===== src/rtl/core_pkg.sv =====
// Shared core definitions: data widths, default reset vector, fetch FSM
// states and the fetch buffer entry layout.
// Build option: IFETCH_SKID_BUFFER_EN selects a two-entry fetch buffer so
// fetch can keep going while the decoder stalls for one cycle. When it is
// undefined, the buffer holds a single entry.
package core_pkg;

    localparam int XLEN = 32;
    localparam int ILEN = 32;

    localparam logic [XLEN-1:0] DEFAULT_RESET_VECTOR = 32'h0000_0000;

`ifdef IFETCH_SKID_BUFFER_EN
    localparam int IFETCH_DEPTH = 2;
`else
    localparam int IFETCH_DEPTH = 1;
`endif

    // F_REQ may issue, F_WAIT has a response outstanding, F_DROP has one
    // outstanding that must be thrown away, F_HOLD issues nothing.
    typedef enum logic [1:0] {
        F_REQ  = 2'd0,
        F_WAIT = 2'd1,
        F_DROP = 2'd2,
        F_HOLD = 2'd3
    } fetch_state_e;

    // One buffered instruction together with the PC it was fetched from.
    typedef struct packed {
        logic [ILEN-1:0] inst;
        logic [XLEN-1:0] pc;
    } fetch_entry_t;

    // Memory requests are always issued on a word boundary.
    function automatic logic [XLEN-1:0] word_align(input logic [XLEN-1:0] addr);
        return addr & ~XLEN'(3);
    endfunction

endpackage


===== src/rtl/instruction_fetch_if.sv =====
// Fetch-unit bus bundle: instruction-memory request/response channel,
// redirect input from execute, and the decoder-facing instruction output.
// The master modport is the fetch unit; the slave modport is its
// environment (memory, execute stage and decoder).
interface instruction_fetch_if;
    import core_pkg::*;

    // Instruction memory channel
    logic            im_req;
    logic [XLEN-1:0] im_addr;
    logic            im_ready;
    logic            im_rvalid;
    logic [ILEN-1:0] im_rdata;

    // Control-flow redirect from branch, jump or MRET
    logic            redirect;
    logic [XLEN-1:0] redirect_pc;

    // Decoder channel
    logic            inst_valid;
    logic [ILEN-1:0] inst;
    logic [XLEN-1:0] inst_pc;
    logic            inst_ready;

    // Sticky misaligned-target flag
    logic            fetch_misaligned;

    modport master (
        output im_req,
        output im_addr,
        input  im_ready,
        input  im_rvalid,
        input  im_rdata,
        input  redirect,
        input  redirect_pc,
        output inst_valid,
        output inst,
        output inst_pc,
        input  inst_ready,
        output fetch_misaligned
    );

    modport slave (
        input  im_req,
        input  im_addr,
        output im_ready,
        output im_rvalid,
        output im_rdata,
        output redirect,
        output redirect_pc,
        input  inst_valid,
        input  inst,
        input  inst_pc,
        output inst_ready,
        input  fetch_misaligned
    );

endinterface


===== src/rtl/instruction_fetch_buffer.sv =====
// fetch_buffer: small FIFO of fetched instructions sitting between the
// fetch FSM and the decoder. Supports push and pop in the same cycle even
// when full, and a single-cycle flush that discards every entry.
// The head is forced to zero while the buffer is empty so the decoder
// never sees stale data and the storage needs no reset.
module fetch_buffer
    import core_pkg::*;
#(
    parameter int DEPTH = 1
) (
    input  logic         clk,
    input  logic         reset,
    input  logic         push,
    input  fetch_entry_t push_entry,
    input  logic         pop,
    input  logic         flush,
    output fetch_entry_t head_entry,
    output logic         full,
    output logic         empty
);

    localparam int PW = (DEPTH > 1) ? $clog2(DEPTH) : 1;
    localparam int CW = $clog2(DEPTH + 1);

    fetch_entry_t    mem_q [DEPTH];
    logic [PW-1:0]   wr_ptr_q;
    logic [PW-1:0]   rd_ptr_q;
    logic [CW-1:0]   count_q;
    logic            do_push;
    logic            do_pop;

    // Circular pointer advance that wraps at DEPTH (which need not be a power of two).
    function automatic logic [PW-1:0] ptr_inc(input logic [PW-1:0] ptr);
        if (ptr == PW'(DEPTH - 1)) begin
            return '0;
        end
        return ptr + PW'(1);
    endfunction

    assign full    = (count_q == CW'(DEPTH));
    assign empty   = (count_q == '0);
    assign do_pop  = pop && !empty;
    // A push into a full buffer is only accepted when the head leaves in the same cycle.
    assign do_push = push && (!full || do_pop);

    assign head_entry = empty ? '0 : mem_q[rd_ptr_q];

    // Pointer and occupancy bookkeeping; flush empties the buffer outright.
    always_ff @(posedge clk) begin
        if (reset || flush) begin
            wr_ptr_q <= '0;
            rd_ptr_q <= '0;
            count_q  <= '0;
        end else begin
            if (do_push) begin
                wr_ptr_q <= ptr_inc(wr_ptr_q);
            end
            if (do_pop) begin
                rd_ptr_q <= ptr_inc(rd_ptr_q);
            end
            case ({do_push, do_pop})
                2'b10:   count_q <= count_q + CW'(1);
                2'b01:   count_q <= count_q - CW'(1);
                default: count_q <= count_q;
            endcase
        end
    end

    // Entry storage; contents are masked by empty so they carry no reset.
    always_ff @(posedge clk) begin
        if (do_push) begin
            mem_q[wr_ptr_q] <= push_entry;
        end
    end

endmodule


===== src/rtl/instruction_fetch.sv =====
// instruction_fetch: front end that walks the PC, keeps at most one
// instruction-memory request in flight and queues returned words for the
// decoder. A redirect reloads the PC, flushes the queue and, if a response
// is still in flight, marks it to be discarded when it lands.
// Build option: IFETCH_SKID_BUFFER_EN (see core_pkg) selects buffer depth 2
// instead of 1; nothing else changes.
module instruction_fetch
    import core_pkg::*;
#(
    parameter logic [XLEN-1:0] RESET_VECTOR = DEFAULT_RESET_VECTOR
) (
    input  logic                clk,
    input  logic                reset,
    instruction_fetch_if.master bus
);

    localparam int DEPTH = IFETCH_DEPTH;

    fetch_state_e    state_q;
    logic [XLEN-1:0] pc_q;
    logic [XLEN-1:0] req_pc_q;
    logic            misaligned_q;

    logic            im_req;
    logic            fire;
    logic            buf_push;
    logic            buf_pop;
    logic            buf_full;
    logic            buf_empty;
    fetch_entry_t    push_entry;
    fetch_entry_t    head_entry;

    // Issue only from F_REQ, never in a redirect cycle, never while the
    // misaligned flag is up and only with free space counted before any pop.
    assign im_req = !reset
                 && (state_q == F_REQ)
                 && !bus.redirect
                 && !misaligned_q
                 && !buf_full;
    assign fire   = im_req && bus.im_ready;

    // A response lands in the buffer only when it belongs to a live request.
    assign buf_push        = (state_q == F_WAIT) && bus.im_rvalid && !bus.redirect;
    assign push_entry.inst = bus.im_rdata;
    assign push_entry.pc   = req_pc_q;
    assign buf_pop         = !buf_empty && bus.inst_ready;

    fetch_buffer #(
        .DEPTH (DEPTH)
    ) u_buffer (
        .clk        (clk),
        .reset      (reset),
        .push       (buf_push),
        .push_entry (push_entry),
        .pop        (buf_pop),
        .flush      (bus.redirect),
        .head_entry (head_entry),
        .full       (buf_full),
        .empty      (buf_empty)
    );

    assign bus.im_req           = im_req;
    assign bus.im_addr          = word_align(pc_q);
    assign bus.inst_valid       = !buf_empty;
    assign bus.inst             = head_entry.inst;
    assign bus.inst_pc          = head_entry.pc;
    assign bus.fetch_misaligned = misaligned_q;

    // Fetch FSM with PC, in-flight request PC and sticky misaligned flag.
    always_ff @(posedge clk) begin
        if (reset) begin
            state_q      <= F_REQ;
            pc_q         <= RESET_VECTOR;
            misaligned_q <= 1'b0;
        end else if (bus.redirect) begin
            pc_q         <= bus.redirect_pc;
            misaligned_q <= (bus.redirect_pc[1:0] != 2'b00);
            // A response still owed to us must be swallowed before issuing again.
            if (((state_q == F_WAIT) || (state_q == F_DROP)) && !bus.im_rvalid) begin
                state_q <= F_DROP;
            end else begin
                state_q <= F_REQ;
            end
        end else begin
            case (state_q)
                F_REQ: begin
                    if (fire) begin
                        req_pc_q <= pc_q;
                        pc_q     <= pc_q + XLEN'(4);
                        state_q  <= F_WAIT;
                    end else if (buf_full || misaligned_q) begin
                        state_q <= F_HOLD;
                    end
                end
                F_WAIT: begin
                    if (bus.im_rvalid) begin
                        state_q <= F_REQ;
                    end
                end
                F_DROP: begin
                    if (bus.im_rvalid) begin
                        state_q <= F_REQ;
                    end
                end
                F_HOLD: begin
                    if (!buf_full && !misaligned_q) begin
                        state_q <= F_REQ;
                    end
                end
                default: state_q <= F_REQ;
            endcase
        end
    end

endmodule


===== src/flat_wrapper.sv =====
// flat-port wrapper written by rule: the top's interface ports become plain ports
module instruction_fetch_flat import core_pkg::*;
#(
    parameter logic [XLEN-1:0] RESET_VECTOR = DEFAULT_RESET_VECTOR
)
  (clk, reset, bus_im_req, bus_im_addr, bus_im_ready, bus_im_rvalid, bus_im_rdata, bus_redirect, bus_redirect_pc, bus_inst_valid, bus_inst, bus_inst_pc, bus_inst_ready, bus_fetch_misaligned);
  instruction_fetch_if bus_i ();
  input  logic clk;
  input  logic reset;
  output wire logic [$bits(bus_i.im_req)-1:0] bus_im_req;
  output wire logic [$bits(bus_i.im_addr)-1:0] bus_im_addr;
  input wire logic [$bits(bus_i.im_ready)-1:0] bus_im_ready;
  input wire logic [$bits(bus_i.im_rvalid)-1:0] bus_im_rvalid;
  input wire logic [$bits(bus_i.im_rdata)-1:0] bus_im_rdata;
  input wire logic [$bits(bus_i.redirect)-1:0] bus_redirect;
  input wire logic [$bits(bus_i.redirect_pc)-1:0] bus_redirect_pc;
  output wire logic [$bits(bus_i.inst_valid)-1:0] bus_inst_valid;
  output wire logic [$bits(bus_i.inst)-1:0] bus_inst;
  output wire logic [$bits(bus_i.inst_pc)-1:0] bus_inst_pc;
  input wire logic [$bits(bus_i.inst_ready)-1:0] bus_inst_ready;
  output wire logic [$bits(bus_i.fetch_misaligned)-1:0] bus_fetch_misaligned;
  assign bus_im_req = bus_i.im_req;
  assign bus_im_addr = bus_i.im_addr;
  assign bus_i.im_ready = bus_im_ready;
  assign bus_i.im_rvalid = bus_im_rvalid;
  assign bus_i.im_rdata = bus_im_rdata;
  assign bus_i.redirect = bus_redirect;
  assign bus_i.redirect_pc = bus_redirect_pc;
  assign bus_inst_valid = bus_i.inst_valid;
  assign bus_inst = bus_i.inst;
  assign bus_inst_pc = bus_i.inst_pc;
  assign bus_i.inst_ready = bus_inst_ready;
  assign bus_fetch_misaligned = bus_i.fetch_misaligned;
  instruction_fetch #(.RESET_VECTOR(RESET_VECTOR)) u_core (.clk(clk), .reset(reset), .bus(bus_i));
endmodule

===== config.mk =====
export PLATFORM = sky130hd
export DESIGN_NAME = instruction_fetch_flat
export DESIGN_NICKNAME = d
export VERILOG_FILES = /design/src/rtl/core_pkg.sv /design/src/rtl/instruction_fetch_if.sv /design/src/rtl/instruction_fetch_buffer.sv /design/src/rtl/instruction_fetch.sv /design/src/flat_wrapper.sv
export SDC_FILE = /design/constraint.sdc
export NUM_CORES = 1
export LEC_CHECK = 0
export ABC_CLOCK_PERIOD_IN_PS = 22900
export CAP_MARGIN = 0
export CORE_MARGIN = 8
export CORE_UTILIZATION = 51
export CTS_CLUSTER_DIAMETER = 50
export DETAILED_ROUTE_END_ITERATION = 12
export HOLD_SLACK_MARGIN = 0.02
export PLACE_DENSITY = 0.87
export SLEW_MARGIN = 20
export SYNTH_ARGS = -nofsm -noshare
export SYNTH_HDL_FRONTEND = slang
export SYNTH_SLANG_ARGS = --single-unit

===== constraint.sdc =====
create_clock -name clk -period 22.9 [get_ports clk]
set_input_delay 4.58 -clock clk [delete_from_list [all_inputs] [get_ports clk]]
set_output_delay 4.58 -clock clk [all_outputs]
set_load 0.005 [all_outputs]

==> results.json <==
{
  "gr-total-overflow": 0,
  "clk_latency_ns": 0.51,
  "power_density_mw_per_mm2": 76.25,
  "cp.required_ns": 18.32,
  "multi_input_area_mm2": 0.001652,
  "start_util_pct": 51.88,
  "antenna_found_initial": 0,
  "drive_above_1_share_pct": 6.601,
  "netlist_instances": 456,
  "drt-total-wl_mm": 14.57,
  "cts_buffer_depth": 2,
  "io_buffers": 166,
  "slowest_stage": "clkdlybuf4s50_1",
  "numCtsBuffers": 17,
  "worstRegToRegCells": 7,
  "synth_common_cells": "edfxtp_1 (96), and2_1 (66), dfxtp_1 (36), buf_4 (32), nor2_1 (28)",
  "worst_pin_slew_ns": 0.9368,
  "hold_buffers": 0,
  "fp.dieW_um": 120.8,
  "fillers": 700,
  "die_height_um": 120.8,
  "drc_errors": 0,
  "maxCapViolations": 0,
  "hold_path.class": "flip-flop to flip-flop",
  "ctsResizeCount": 0,
  "synth_top_area_share_pct": 51.49,
  "yosys.area.top_type": "edfxtp_1",
  "groute.usage.overall_pct": 19.83,
  "syn_avg_cell_area_um2": 12.28,
  "io_pins": 169,
  "critical_path_class": "input port to output pin",
  "final-hold-violation-count": 0,
  "dieArea_mm2": 0.01459,
  "finalPower_mw": 0.5924,
  "area_delta_synth_final_pct": 38.75,
  "p_leak_nw": 2.640,
  "critPathBufInv": 3,
  "cp-start-kind": "input port",
  "vdd_drop_max_mv": 0.04685,
  "yosysSeqAreaShare_pct": 64.36,
  "wl_met1_mm": 5.851,
  "place_congestion": 0.8564,
  "rrSetupSlack_ns": 19.76,
  "min_from": "u_core.req_pc_q[31]",
  "crit_path_max_incr_delay_ns": 0.54,
  "crit_path_frequent_cell": "clkdlybuf4s50_1",
  "whs_endpoint": "u_core.u_buffer.mem_q[0][31]",
  "num_rows": 38,
  "crit_chain": "clkdlybuf4s50_1 > buf_4 > nor3_1 > clkdlybuf4s50_1",
  "yosys_warnings": 0,
  "syn_area_mm2": 0.005599,
  "cts_sinks": 132,
  "rsz0062_at_grt": "false",
  "end_kind": "output pin",
  "status": "finished, final reports clean",
  "grt_pass1_vias": 3989,
  "dr_wl_met2_mm": 7.318,
  "grt_pass1_wl_mm": 22.05,
  "regArea_mm2": 0.003605,
  "fin_setup_tns_ns": 0,
  "ys_types": 45,
  "hold_depth": 0,
  "synth_most_common_cell": "edfxtp_1",
  "min_period_over_period_pct": 46.16,
  "fmax_mhz": 94.60,
  "cp_top_family": "buffers and inverters",
  "path_clk_slew_ns": 0.06,
  "drt_first_pass_iters": 5,
  "r2r_end": "u_core.pc_q[11]",
  "ant_nets": 0,
  "route.met3.wl_mm": 1.182,
  "ys_async_sr_fraction_pct": 0,
  "dp_hpwl_mm": 10.05,
  "synth-edff-count": 96,
  "num_vias": 4028,
  "cp.arrival_ns": 5.99,
  "ys.flop_type": "edfxtp_1",
  "fin_skew_ns": 0.007076,
  "synth_seq_cells": 132,
  "drt_iter0_markers": 388,
  "cts_tree": "built",
  "min_period_ns": 10.57,
  "synthTopCellsByArea": "edfxtp_1 (51%), dfxtp_1 (13%), and2_1 (7.4%)",
  "diodes": 0,
  "routedWlPerCell_um": 19.53,
  "r2r_start": "u_core.u_buffer.full",
  "cp_max_fo": 35,
  "grt_start_max_net_pins": 70,
  "h-tree-depth": 4,
  "vias_per_cell": 5.399,
  "final_max_slew_viol_count": 0,
  "final_net_count": 668,
  "top_layer": "met4",
  "cts_root_buffer": "clkbuf_8",
  "core_area_mm2": 0.01079,
  "post_cts_buffers": 0,
  "setup_viol": 0,
  "max_slew_margin_pct": 37.55
}
## metal layers
metal / vias up / track usage (%)
li1: 1881 / -
met2: 228 / 34.63
met1: 1903 / 22.43
met4: 0 / 6.792
met5: - / 0
met3: 16 / 6.294
## cell type report
cell class                      count  share of cell area [%]
Sequential cell                   132                   46.40
Clock inverter                     14                   2.400
Clock buffer                       18                   5.379
Inverter                            9                  0.4349
Multi-Input combinational cell    262                   21.26
Timing Repair Buffer              171                   21.87
Tap cell                          140                   2.255
## layout by cell type, fill, tap and decap left out, drive strengths merged, types with 2 or more instances in the layout
master,count
o211ai,3
bufinv,4
a21oi,16
nand3,15
clkbuf,18
a31oi,4
buf,5
or4,2
a22oi,2
a211oi,9
nor3,13
nor4,5
clkdlybuf4s50,166
and2,66
dfxtp,36
clkinvlp,3
clkinv,7
inv,9
nor4bb,2
conb,2
and4,4
nand2b,2
nand2,20
ha,5
xnor2,14
a2bb2oi,3
nor2,28
nand4,10
o21ai,5
o22ai,5
mux2i,6
or3,4
xor2,6
edfxtp,96
## state kept, by name (all words and copies together), names as in the netlist
register / count
u_core.u_buffer.mem_q: 64
u_core.state_q: 2
u_core.req_pc_q: 32
u_core.u_buffer.full: 1
u_core.pc_q: 32
u_core.bus.fetch_misaligned: 1
## metrics by stage
step / setup slack (ns) / cell area, µm² / instances / hold WS [ns] / utilization [%]
after floorplan: 12.41 / 5603 / 457 / 0.4003 / -
after global placement: 12.34 / 7164 / 714 / 0.4009 / 66.38
after detailed placement: 12.33 / 7164 / 714 / 0.4045 / 66.38
after CTS: 12.31 / 7769 / 746 / 0.4139 / 71.98
after global routing: 12.26 / 7769 / 746 / 0.4188 / 71.98
final: 12.33 / 7769 / 746 / 0.4119 / 71.98
## how the worst max path moves through the flow
stage,from,cells after the start,slack (ns),end
after floorplan,bus_redirect,4,12.41,u_core.u_buffer.mem_q[0][0]
after global placement,bus_redirect,4,12.34,bus_im_req
after detailed placement,bus_redirect,4,12.33,bus_im_req
after CTS,bus_redirect,4,12.31,bus_im_req
after global routing,bus_redirect,4,12.26,bus_im_req
final,bus_redirect,4,12.33,bus_im_req
## logic make-up (layout without fill, tap and decap cells)
family	Yosys count	after routing	synth area share, %
other cells	1	2	0.06697
fa+ha+maj	5	5	1.117
simple gates	174	174	17.43
buf+inv	63	212	6.413
xor+xnor	20	20	3.129
mux	6	6	1.073
compound gates	55	55	6.414
flops	132	132	64.36
## report_power, final
part	internal, mW	switching, mW
Sequential	0.265	0.00891
Combinational	0.0263	0.0188
Clock	0.176	0.0975
Total	0.467	0.125
Note: power is estimated with default switching activity, not from simulation.
